File: config.mk
export PLATFORM = sky130hd
export DESIGN_NAME = risc_r_ctrl_fsm_flat
export DESIGN_NICKNAME = d
export VERILOG_FILES = /design/src/rtl/risc_r_pkg.sv /design/src/rtl/risc_r_ctrl_fsm_if.sv /design/src/rtl/risc_r_decode.sv /design/src/rtl/risc_r_ctrl_fsm.sv /design/src/flat_wrapper.sv
export SDC_FILE = /design/constraint.sdc
export NUM_CORES = 1
export LEC_CHECK = 0
export CORE_MARGIN = 3
export CORE_UTILIZATION = 40
export DETAILED_ROUTE_END_ITERATION = 7
export GPL_TIMING_DRIVEN = 0
export PLACE_DENSITY = 0.67
export SETUP_SLACK_MARGIN = 0.1
export SYNTH_ARGS = -nofsm -noshare
export SYNTH_HDL_FRONTEND = slang
export SYNTH_SLANG_ARGS = --single-unit
File: constraint.sdc
create_clock -name clock -period 3.7 [get_ports clock]
set_clock_uncertainty 0.15 [all_clocks]
set_input_delay 0.74 -clock clock [delete_from_list [all_inputs] [get_ports clock]]
set_output_delay 0.74 -clock clock [all_outputs]
set_load 0.02 [all_outputs]
File: src/rtl/risc_r_pkg.sv
// Shared definitions for the R-type RISC-V control path and ALU:
// opcode/funct7 encodings, ALU operation codes and the sequencer states.
package risc_r_pkg;

  localparam logic [6:0] OPC_RTYPE = 7'b0110011;
  localparam logic [6:0] F7_BASE   = 7'b0000000;
  localparam logic [6:0] F7_ALT    = 7'b0100000;

  localparam logic [3:0] ALU_ADD  = 4'd0;
  localparam logic [3:0] ALU_SUB  = 4'd1;
  localparam logic [3:0] ALU_SLL  = 4'd2;
  localparam logic [3:0] ALU_SLT  = 4'd3;
  localparam logic [3:0] ALU_SLTU = 4'd4;
  localparam logic [3:0] ALU_XOR  = 4'd5;
  localparam logic [3:0] ALU_SRL  = 4'd6;
  localparam logic [3:0] ALU_SRA  = 4'd7;
  localparam logic [3:0] ALU_OR   = 4'd8;
  localparam logic [3:0] ALU_AND  = 4'd9;

  typedef enum logic [2:0] {
    ST_IDLE      = 3'd0,
    ST_FETCH     = 3'd1,
    ST_DECODE    = 3'd2,
    ST_EXECUTE   = 3'd3,
    ST_WRITEBACK = 3'd4,
    ST_HALT      = 3'd5
  } state_t;

endpackage

File: src/rtl/risc_r_ctrl_fsm_if.sv
// Instruction-memory fetch handshake: request held until acknowledged,
// data valid in the acknowledge cycle.
interface risc_r_ctrl_fsm_if;
  logic        imem_req;
  logic        imem_ack;
  logic [31:0] imem_rdata;

  modport master (output imem_req, input imem_ack, input imem_rdata);
  modport slave  (input imem_req, output imem_ack, output imem_rdata);
endinterface

File: src/rtl/risc_r_decode.sv
// Combinational R-type field decoder: register addresses, ALU opcode and
// a legality flag. Kept stateless so a pipelined core can reuse it.
module risc_r_decode
  import risc_r_pkg::*;
(
  input  logic [31:0] ir,
  output logic [4:0]  rs1,
  output logic [4:0]  rs2,
  output logic [4:0]  rd,
  output logic [3:0]  alu_op,
  output logic        legal
);

  logic [6:0] funct7;
  logic [2:0] funct3;

  assign funct7 = ir[31:25];
  assign funct3 = ir[14:12];

  // Field extraction plus funct7/funct3 to ALU opcode mapping.
  always_comb begin
    rs1    = ir[19:15];
    rs2    = ir[24:20];
    rd     = ir[11:7];
    alu_op = ALU_ADD;
    legal  = 1'b0;
    if (ir[6:0] == OPC_RTYPE) begin
      if (funct7 == F7_BASE) begin
        legal = 1'b1;
        case (funct3)
          3'b000: alu_op = ALU_ADD;
          3'b001: alu_op = ALU_SLL;
          3'b010: alu_op = ALU_SLT;
          3'b011: alu_op = ALU_SLTU;
          3'b100: alu_op = ALU_XOR;
          3'b101: alu_op = ALU_SRL;
          3'b110: alu_op = ALU_OR;
          3'b111: alu_op = ALU_AND;
        endcase
      end else if (funct7 == F7_ALT) begin
        case (funct3)
          3'b000: begin legal = 1'b1; alu_op = ALU_SUB; end
          3'b101: begin legal = 1'b1; alu_op = ALU_SRA; end
          default: ;
        endcase
      end
    end
  end

endmodule

File: src/rtl/risc_r_ctrl_fsm.sv
// Multi-cycle FETCH/DECODE/EXECUTE/WRITEBACK sequencer for R-type
// instructions. Every output is a register loaded from next-state logic.
module risc_r_ctrl_fsm
  import risc_r_pkg::*;
#(
  parameter int CNT_W   = 16,
  parameter int TIMEOUT = 16
) (
  input  logic               clock,
  input  logic               reset,
  input  logic               start,
  input  logic               stop,
  risc_r_ctrl_fsm_if.master  imem,
  output logic               ir_load,
  output logic               rf_rd_en,
  output logic [4:0]         rs1_addr,
  output logic [4:0]         rs2_addr,
  output logic [4:0]         rd_addr,
  output logic [3:0]         alu_op,
  output logic               rf_wr_en,
  output logic               pc_inc,
  output logic               busy,
  output logic               illegal,
  output logic               fetch_fault,
  output logic [CNT_W-1:0]   instr_count
);

  localparam int              WAIT_W    = $clog2(TIMEOUT + 1);
  localparam logic [WAIT_W-1:0] WAIT_LAST = WAIT_W'(TIMEOUT - 1);

  state_t             state_reg, state_next;
  logic [31:0]        ir_reg, ir_next;
  logic [WAIT_W-1:0]  wait_reg, wait_next;
  logic               stop_seen_reg, stop_seen_next;
  logic               imem_req_reg, imem_req_next;
  logic               ir_load_reg, ir_load_next;
  logic               rf_rd_en_reg, rf_rd_en_next;
  logic [4:0]         rs1_reg, rs1_next, rs2_reg, rs2_next, rd_reg, rd_next;
  logic [3:0]         alu_op_reg, alu_op_next;
  logic               rf_wr_en_reg, rf_wr_en_next;
  logic               pc_inc_reg, pc_inc_next;
  logic               busy_reg, busy_next;
  logic               illegal_reg, illegal_next;
  logic               fault_reg, fault_next;
  logic [CNT_W-1:0]   count_reg, count_next;

  // During FETCH the decoder looks at the incoming word so the register
  // addresses are already registered when DECODE begins; afterwards it
  // looks at the latched IR for the legality decision.
  logic [31:0] dec_ir;
  logic [4:0]  dec_rs1, dec_rs2, dec_rd;
  logic [3:0]  dec_alu_op;
  logic        dec_legal;

  assign dec_ir = (state_reg == ST_FETCH) ? imem.imem_rdata : ir_reg;

  risc_r_decode u_decode (
    .ir     (dec_ir),
    .rs1    (dec_rs1),
    .rs2    (dec_rs2),
    .rd     (dec_rd),
    .alu_op (dec_alu_op),
    .legal  (dec_legal)
  );

  // State and output registers; reset aborts any instruction in flight.
  always_ff @(posedge clock) begin
    if (reset) begin
      state_reg     <= ST_IDLE;
      ir_reg        <= '0;
      wait_reg      <= '0;
      stop_seen_reg <= 1'b0;
      imem_req_reg  <= 1'b0;
      ir_load_reg   <= 1'b0;
      rf_rd_en_reg  <= 1'b0;
      rs1_reg       <= '0;
      rs2_reg       <= '0;
      rd_reg        <= '0;
      alu_op_reg    <= '0;
      rf_wr_en_reg  <= 1'b0;
      pc_inc_reg    <= 1'b0;
      busy_reg      <= 1'b0;
      illegal_reg   <= 1'b0;
      fault_reg     <= 1'b0;
      count_reg     <= '0;
    end else begin
      state_reg     <= state_next;
      ir_reg        <= ir_next;
      wait_reg      <= wait_next;
      stop_seen_reg <= stop_seen_next;
      imem_req_reg  <= imem_req_next;
      ir_load_reg   <= ir_load_next;
      rf_rd_en_reg  <= rf_rd_en_next;
      rs1_reg       <= rs1_next;
      rs2_reg       <= rs2_next;
      rd_reg        <= rd_next;
      alu_op_reg    <= alu_op_next;
      rf_wr_en_reg  <= rf_wr_en_next;
      pc_inc_reg    <= pc_inc_next;
      busy_reg      <= busy_next;
      illegal_reg   <= illegal_next;
      fault_reg     <= fault_next;
      count_reg     <= count_next;
    end
  end

  // Next-state and next-output logic; pulses default low, fields hold.
  always_comb begin
    state_next     = state_reg;
    ir_next        = ir_reg;
    wait_next      = wait_reg;
    stop_seen_next = stop_seen_reg;
    imem_req_next  = 1'b0;
    ir_load_next   = 1'b0;
    rf_rd_en_next  = 1'b0;
    rs1_next       = rs1_reg;
    rs2_next       = rs2_reg;
    rd_next        = rd_reg;
    alu_op_next    = alu_op_reg;
    rf_wr_en_next  = 1'b0;
    pc_inc_next    = 1'b0;
    illegal_next   = illegal_reg;
    fault_next     = fault_reg;
    count_next     = count_reg;

    case (state_reg)
      ST_IDLE: begin
        if (start) begin
          state_next     = ST_FETCH;
          imem_req_next  = 1'b1;
          wait_next      = '0;
          // stop alongside start still lets one instruction run first
          stop_seen_next = stop;
        end
      end
      ST_FETCH: begin
        stop_seen_next = stop_seen_reg | stop;
        if (imem.imem_ack) begin
          state_next    = ST_DECODE;
          ir_next       = imem.imem_rdata;
          ir_load_next  = 1'b1;
          rs1_next      = dec_rs1;
          rs2_next      = dec_rs2;
          rd_next       = dec_rd;
          alu_op_next   = dec_alu_op;
          rf_rd_en_next = dec_legal;
          wait_next     = '0;
        end else if (wait_reg == WAIT_LAST) begin
          state_next = ST_HALT;
          fault_next = 1'b1;
          wait_next  = '0;
        end else begin
          wait_next     = wait_reg + 1'b1;
          imem_req_next = 1'b1;
        end
      end
      ST_DECODE: begin
        stop_seen_next = stop_seen_reg | stop;
        if (dec_legal) begin
          state_next    = ST_EXECUTE;
          rf_rd_en_next = 1'b1;
        end else begin
          state_next   = ST_HALT;
          illegal_next = 1'b1;
        end
      end
      ST_EXECUTE: begin
        stop_seen_next = stop_seen_reg | stop;
        state_next     = ST_WRITEBACK;
        rf_wr_en_next  = (rd_reg != 5'd0);
        pc_inc_next    = 1'b1;
        if (count_reg != '1) count_next = count_reg + 1'b1;
      end
      ST_WRITEBACK: begin
        stop_seen_next = 1'b0;
        if (stop_seen_reg || stop) begin
          state_next = ST_IDLE;
        end else begin
          state_next    = ST_FETCH;
          imem_req_next = 1'b1;
          wait_next     = '0;
        end
      end
      ST_HALT: ;
      default: state_next = ST_IDLE;
    endcase

    busy_next = (state_next != ST_IDLE) && (state_next != ST_HALT);
  end

  assign imem.imem_req = imem_req_reg;
  assign ir_load       = ir_load_reg;
  assign rf_rd_en      = rf_rd_en_reg;
  assign rs1_addr      = rs1_reg;
  assign rs2_addr      = rs2_reg;
  assign rd_addr       = rd_reg;
  assign alu_op        = alu_op_reg;
  assign rf_wr_en      = rf_wr_en_reg;
  assign pc_inc        = pc_inc_reg;
  assign busy          = busy_reg;
  assign illegal       = illegal_reg;
  assign fetch_fault   = fault_reg;
  assign instr_count   = count_reg;

endmodule

File: src/flat_wrapper.sv
// flat-port wrapper written by rule: the top's interface ports become plain ports
module risc_r_ctrl_fsm_flat import risc_r_pkg::*;
#(
  parameter int CNT_W   = 16,
  parameter int TIMEOUT = 16
)
  (clock, reset, start, stop, ir_load, rf_rd_en, rs1_addr, rs2_addr, rd_addr, alu_op, rf_wr_en, pc_inc, busy, illegal, fetch_fault, instr_count, imem_imem_req, imem_imem_ack, imem_imem_rdata);
  risc_r_ctrl_fsm_if imem_i ();
  input  logic clock;
  input  logic reset;
  input  logic start;
  input  logic stop;
  output logic ir_load;
  output logic rf_rd_en;
  output logic [4:0] rs1_addr;
  output logic [4:0] rs2_addr;
  output logic [4:0] rd_addr;
  output logic [3:0] alu_op;
  output logic rf_wr_en;
  output logic pc_inc;
  output logic busy;
  output logic illegal;
  output logic fetch_fault;
  output logic [CNT_W-1:0] instr_count;
  output wire logic [$bits(imem_i.imem_req)-1:0] imem_imem_req;
  input wire logic [$bits(imem_i.imem_ack)-1:0] imem_imem_ack;
  input wire logic [$bits(imem_i.imem_rdata)-1:0] imem_imem_rdata;
  assign imem_imem_req = imem_i.imem_req;
  assign imem_i.imem_ack = imem_imem_ack;
  assign imem_i.imem_rdata = imem_imem_rdata;
  risc_r_ctrl_fsm #(.CNT_W(CNT_W), .TIMEOUT(TIMEOUT)) u_core (.clock(clock), .reset(reset), .start(start), .stop(stop), .imem(imem_i), .ir_load(ir_load), .rf_rd_en(rf_rd_en), .rs1_addr(rs1_addr), .rs2_addr(rs2_addr), .rd_addr(rd_addr), .alu_op(alu_op), .rf_wr_en(rf_wr_en), .pc_inc(pc_inc), .busy(busy), .illegal(illegal), .fetch_fault(fetch_fault), .instr_count(instr_count));
endmodule
==> flow_metrics.env <==
export IMPL_status="complete, no violations"
export IMPL_synth_edf_count=0
export IMPL_yosysMostFrequentCell="nand2_1"
export IMPL_grt_pass1_wl_um=12700
export IMPL_syn2layout_area_growth_pct=34.2
export IMPL_core_area_sq_um=7450
export IMPL_slew_headroom_pct=61.0
export IMPL_drt_iter0_markers=93
export IMPL_syn_area_sq_um=3160
export IMPL_path_cells="nor3b_4 > buf_6 > mux2_2 > ha_1 > nand2_1 > mux2i_1 > a2111oi_4 > o21a_1 > nor3_1"
export IMPL_clk_pin_slew_ns=0.08
export IMPL_cts_buffers=9
export IMPL_ys_seq_elements=69
export IMPL_end_kind="flop"
export IMPL_max_cap_violations=0
export IMPL_synth_avg_cell_area_sq_um=8.30
export IMPL_dr_pass1_iters=4
export IMPL_fmaxAchievable_ghz=0.352
export IMPL_grt_pass1_vias=2757
export IMPL_drc=0
export IMPL_port_buffers=78
export IMPL_cts_root_buf="clkbuf_8"
export IMPL_fin_area_sq_um=4240
export IMPL_crit_path_max_incr_delay_ns=0.50
export IMPL_grtUsageTotal_pct=18.2
export IMPL_synth_xor_area_share_pct=3.32
export IMPL_synth_top_family_by_area="simple AND/OR/NAND/NOR gates"
export IMPL_cts_max_level=3
export IMPL_finalSetupTns_ns=0
export IMPL_irDropWorstVdd_mv=0.198
export IMPL_yosysWarnings=0
export IMPL_pwr_share_clk_pct=34.7
export IMPL_antenna_found_initial=0
export IMPL_hold_class="reg2reg"
export IMPL_largest_reg_flops=17
export IMPL_synth_fp_nets=424
export IMPL_antennaDiodeCount=0
export IMPL_tightest_slew_ns=0.568
export IMPL_worst_path_buf_inv=1
export IMPL_critical_path_arrival_ns=2.89
export IMPL_cts_tree="built"
export IMPL_post_drt_wl_per_cell_um=13.4
export IMPL_p_int_w=0.00112
export IMPL_vias=2876
export IMPL_fin_crit_ns=2.84
export IMPL_place_area_sq_um=4070
export IMPL_rows=31
export IMPL_synth_area_mux_share_pct=3.24
export IMPL_fin_crit_sh_pct=76.8
export IMPL_ioPinCount=80
export IMPL_synth_largest_area_cell="dfxtp_1"
export IMPL_p_per_area_nw_per_um2=366
export IMPL_drive_gt1_share_pct=8.63
export IMPL_grt_setup_unrepaired="false"
export IMPL_finalMaxSlewViolations=0
export IMPL_synthArstFlopShare_pct=0
export IMPL_gp_congestion=0.783
export IMPL_cts_resized=0
export IMPL_yosysUniqueCellTypes=55
export IMPL_clock_path_buffers=2
export IMPL_synth_area_leaders="dfxtp_1 44%, nand2_1 9.6%, a21oi_1 7.8%"
export IMPL_path_class="reg2reg"
export IMPL_synthAdderAreaFrac_pct=2.37
export IMPL_start_kind="flop"
export IMPL_cp_required_ns=3.74
export IMPL_path_delay_family="compound AO/OA/AOI/OAI gates"
export IMPL_die_area_sq_um=9010
export IMPL_sequentialPowerShare_pct=50.3
export IMPL_die_width_um=94.9
export IMPL_setup_violations=0
export IMPL_power_switching_w=0.000428
export IMPL_critPathSlowestCell="a2111oi_4"
export IMPL_die_y_um=94.9
export IMPL_synthTopCellsByCount="81 x nand2_1, 69 x dfxtp_1, 49 x a21oi_1"
export IMPL_ys_seq_area_share_pct=43.7
export IMPL_clk_latency_ns=0.34
export IMPL_via_per_inst=5.01
export IMPL_grt_max_degree=14
export IMPL_yosys_area_share_simple_pct=27.3
export IMPL_crit_fanout=10
export IMPL_routed_wl_um=7680
export IMPL_start_util_pct=42.5
export IMPL_clkSinkCount=69
export IMPL_synth_compound_area_share_pct=15.1
export IMPL_comb_power_share_pct=14.9
export IMPL_cts_setup_buffers=0
export IMPL_hold_viol=0
export IMPL_yosysTopAreaCellShare_pct=43.7
export IMPL_postCtsHoldBufs=0
export IMPL_fin_nets=513
export IMPL_p_leak_nw=1.46
export IMPL_grt_remaining_overflow=0
export IMPL_final_antenna_net_count=0
export IMPL_synth_flop_cell="dfxtp_1"
export IMPL_p_sw_share_pct=27.6
export IMPL_place_hpwl_um=5880
export IMPL_syn_inst=381
-- power groups by stage --
stage          Clock (W)  Sequential, W  Combinational [W]
5_1_grt         0.000593       0.000784           0.000256
6_report        0.000539       0.000781           0.000231
4_1_cts         0.000556       0.000780           0.000234
3_3_place_gp           0       0.000797           0.000230
3_5_place_dp           0       0.000798           0.000232
2_1_floorplan          0       0.000808           0.000125
-- worst register-to-register path: cells and delay by family (launching register included) --
| kind | cells | cell delay, ns |
|---|---|---|
| muxes | 2 | 0.49 |
| buffers and inverters | 1 | 0.21 |
| DFF | 1 | 0.46 |
| and+or+nand+nor | 3 | 0.48 |
| AOI/OAI and AO/OA | 2 | 0.71 |
| adders and majority gates | 1 | 0.21 |
-- cell families after synthesis --
| logic type | after synthesis |
|---|---|
| compound gates | 80 |
| xor+xnor | 12 |
| fa+ha+maj | 6 |
| buf+inv | 31 |
| flops | 69 |
| mux | 9 |
| simple gates | 174 |
-- stage by stage --
step | hold slack (ns) | utilization [%] | total power (W) | std cells | setup slack (ns)
finish | 0.302 | 57.0 | 0.00155 | 574 | 0.857
global route | 0.324 | 57.0 | 0.00163 | 574 | 0.683
CTS | 0.305 | 57.0 | 0.00157 | 574 | 0.850
detailed placement | 0.294 | 54.6 | 0.00103 | 558 | 0.735
global placement | 0.291 | 54.6 | 0.00103 | 558 | 0.787
floorplan | 0.279 | - | 0.000933 | 381 | 1.20
-- per-layer routing --
layer | global-route usage [%] | wire length (um)
met1 | 22.5 | 3520
met2 | 28.9 | 3500
met3 | 7.25 | 591
met4 | 5.77 | 75
met5 | 0 | 0
-- placed cells by master (no fill, tap or decap), types with 6 or more instances in the layout --
cell type,count
a21oi_1,49
clkbuf_1,17
clkbuf_8,12
clkdlybuf4s50_1,78
dfxtp_1,69
ha_1,6
inv_1,8
nand2_1,81
nand4_1,7
nor2_1,27
nor3_1,9
o21ai_0,13
xnor2_1,10
-- worst paths after layout --
path / start / endpoint / slack, ns / cells after the start
min: u_core.ir_reg[1]$_SDFFE_PP0P_ / u_core.ir_reg[1]$_SDFFE_PP0P_ / 0.30 / 2
max reg2reg: u_core.state_reg[0]$_SDFF_PP0_ / u_core.busy$_SDFF_PP0_ / 0.86 / 9
min reg2reg: u_core.ir_reg[1]$_SDFFE_PP0P_ / u_core.ir_reg[1]$_SDFFE_PP0P_ / 0.30 / 2
max: u_core.state_reg[0]$_SDFF_PP0_ / u_core.busy$_SDFF_PP0_ / 0.86 / 9
-- layout make-up --
cell class,count,area (sq um)
Buffer,23,125
Clock buffer,9,124
Clock inverter,7,51.3
Fill cell,724,3210
Inverter,8,30.0
Multi-Input combinational cell,281,1630
Sequential cell,69,1380
Tap cell,99,124
Timing Repair Buffer,78,781
Power figures use the tool's default switching activity.
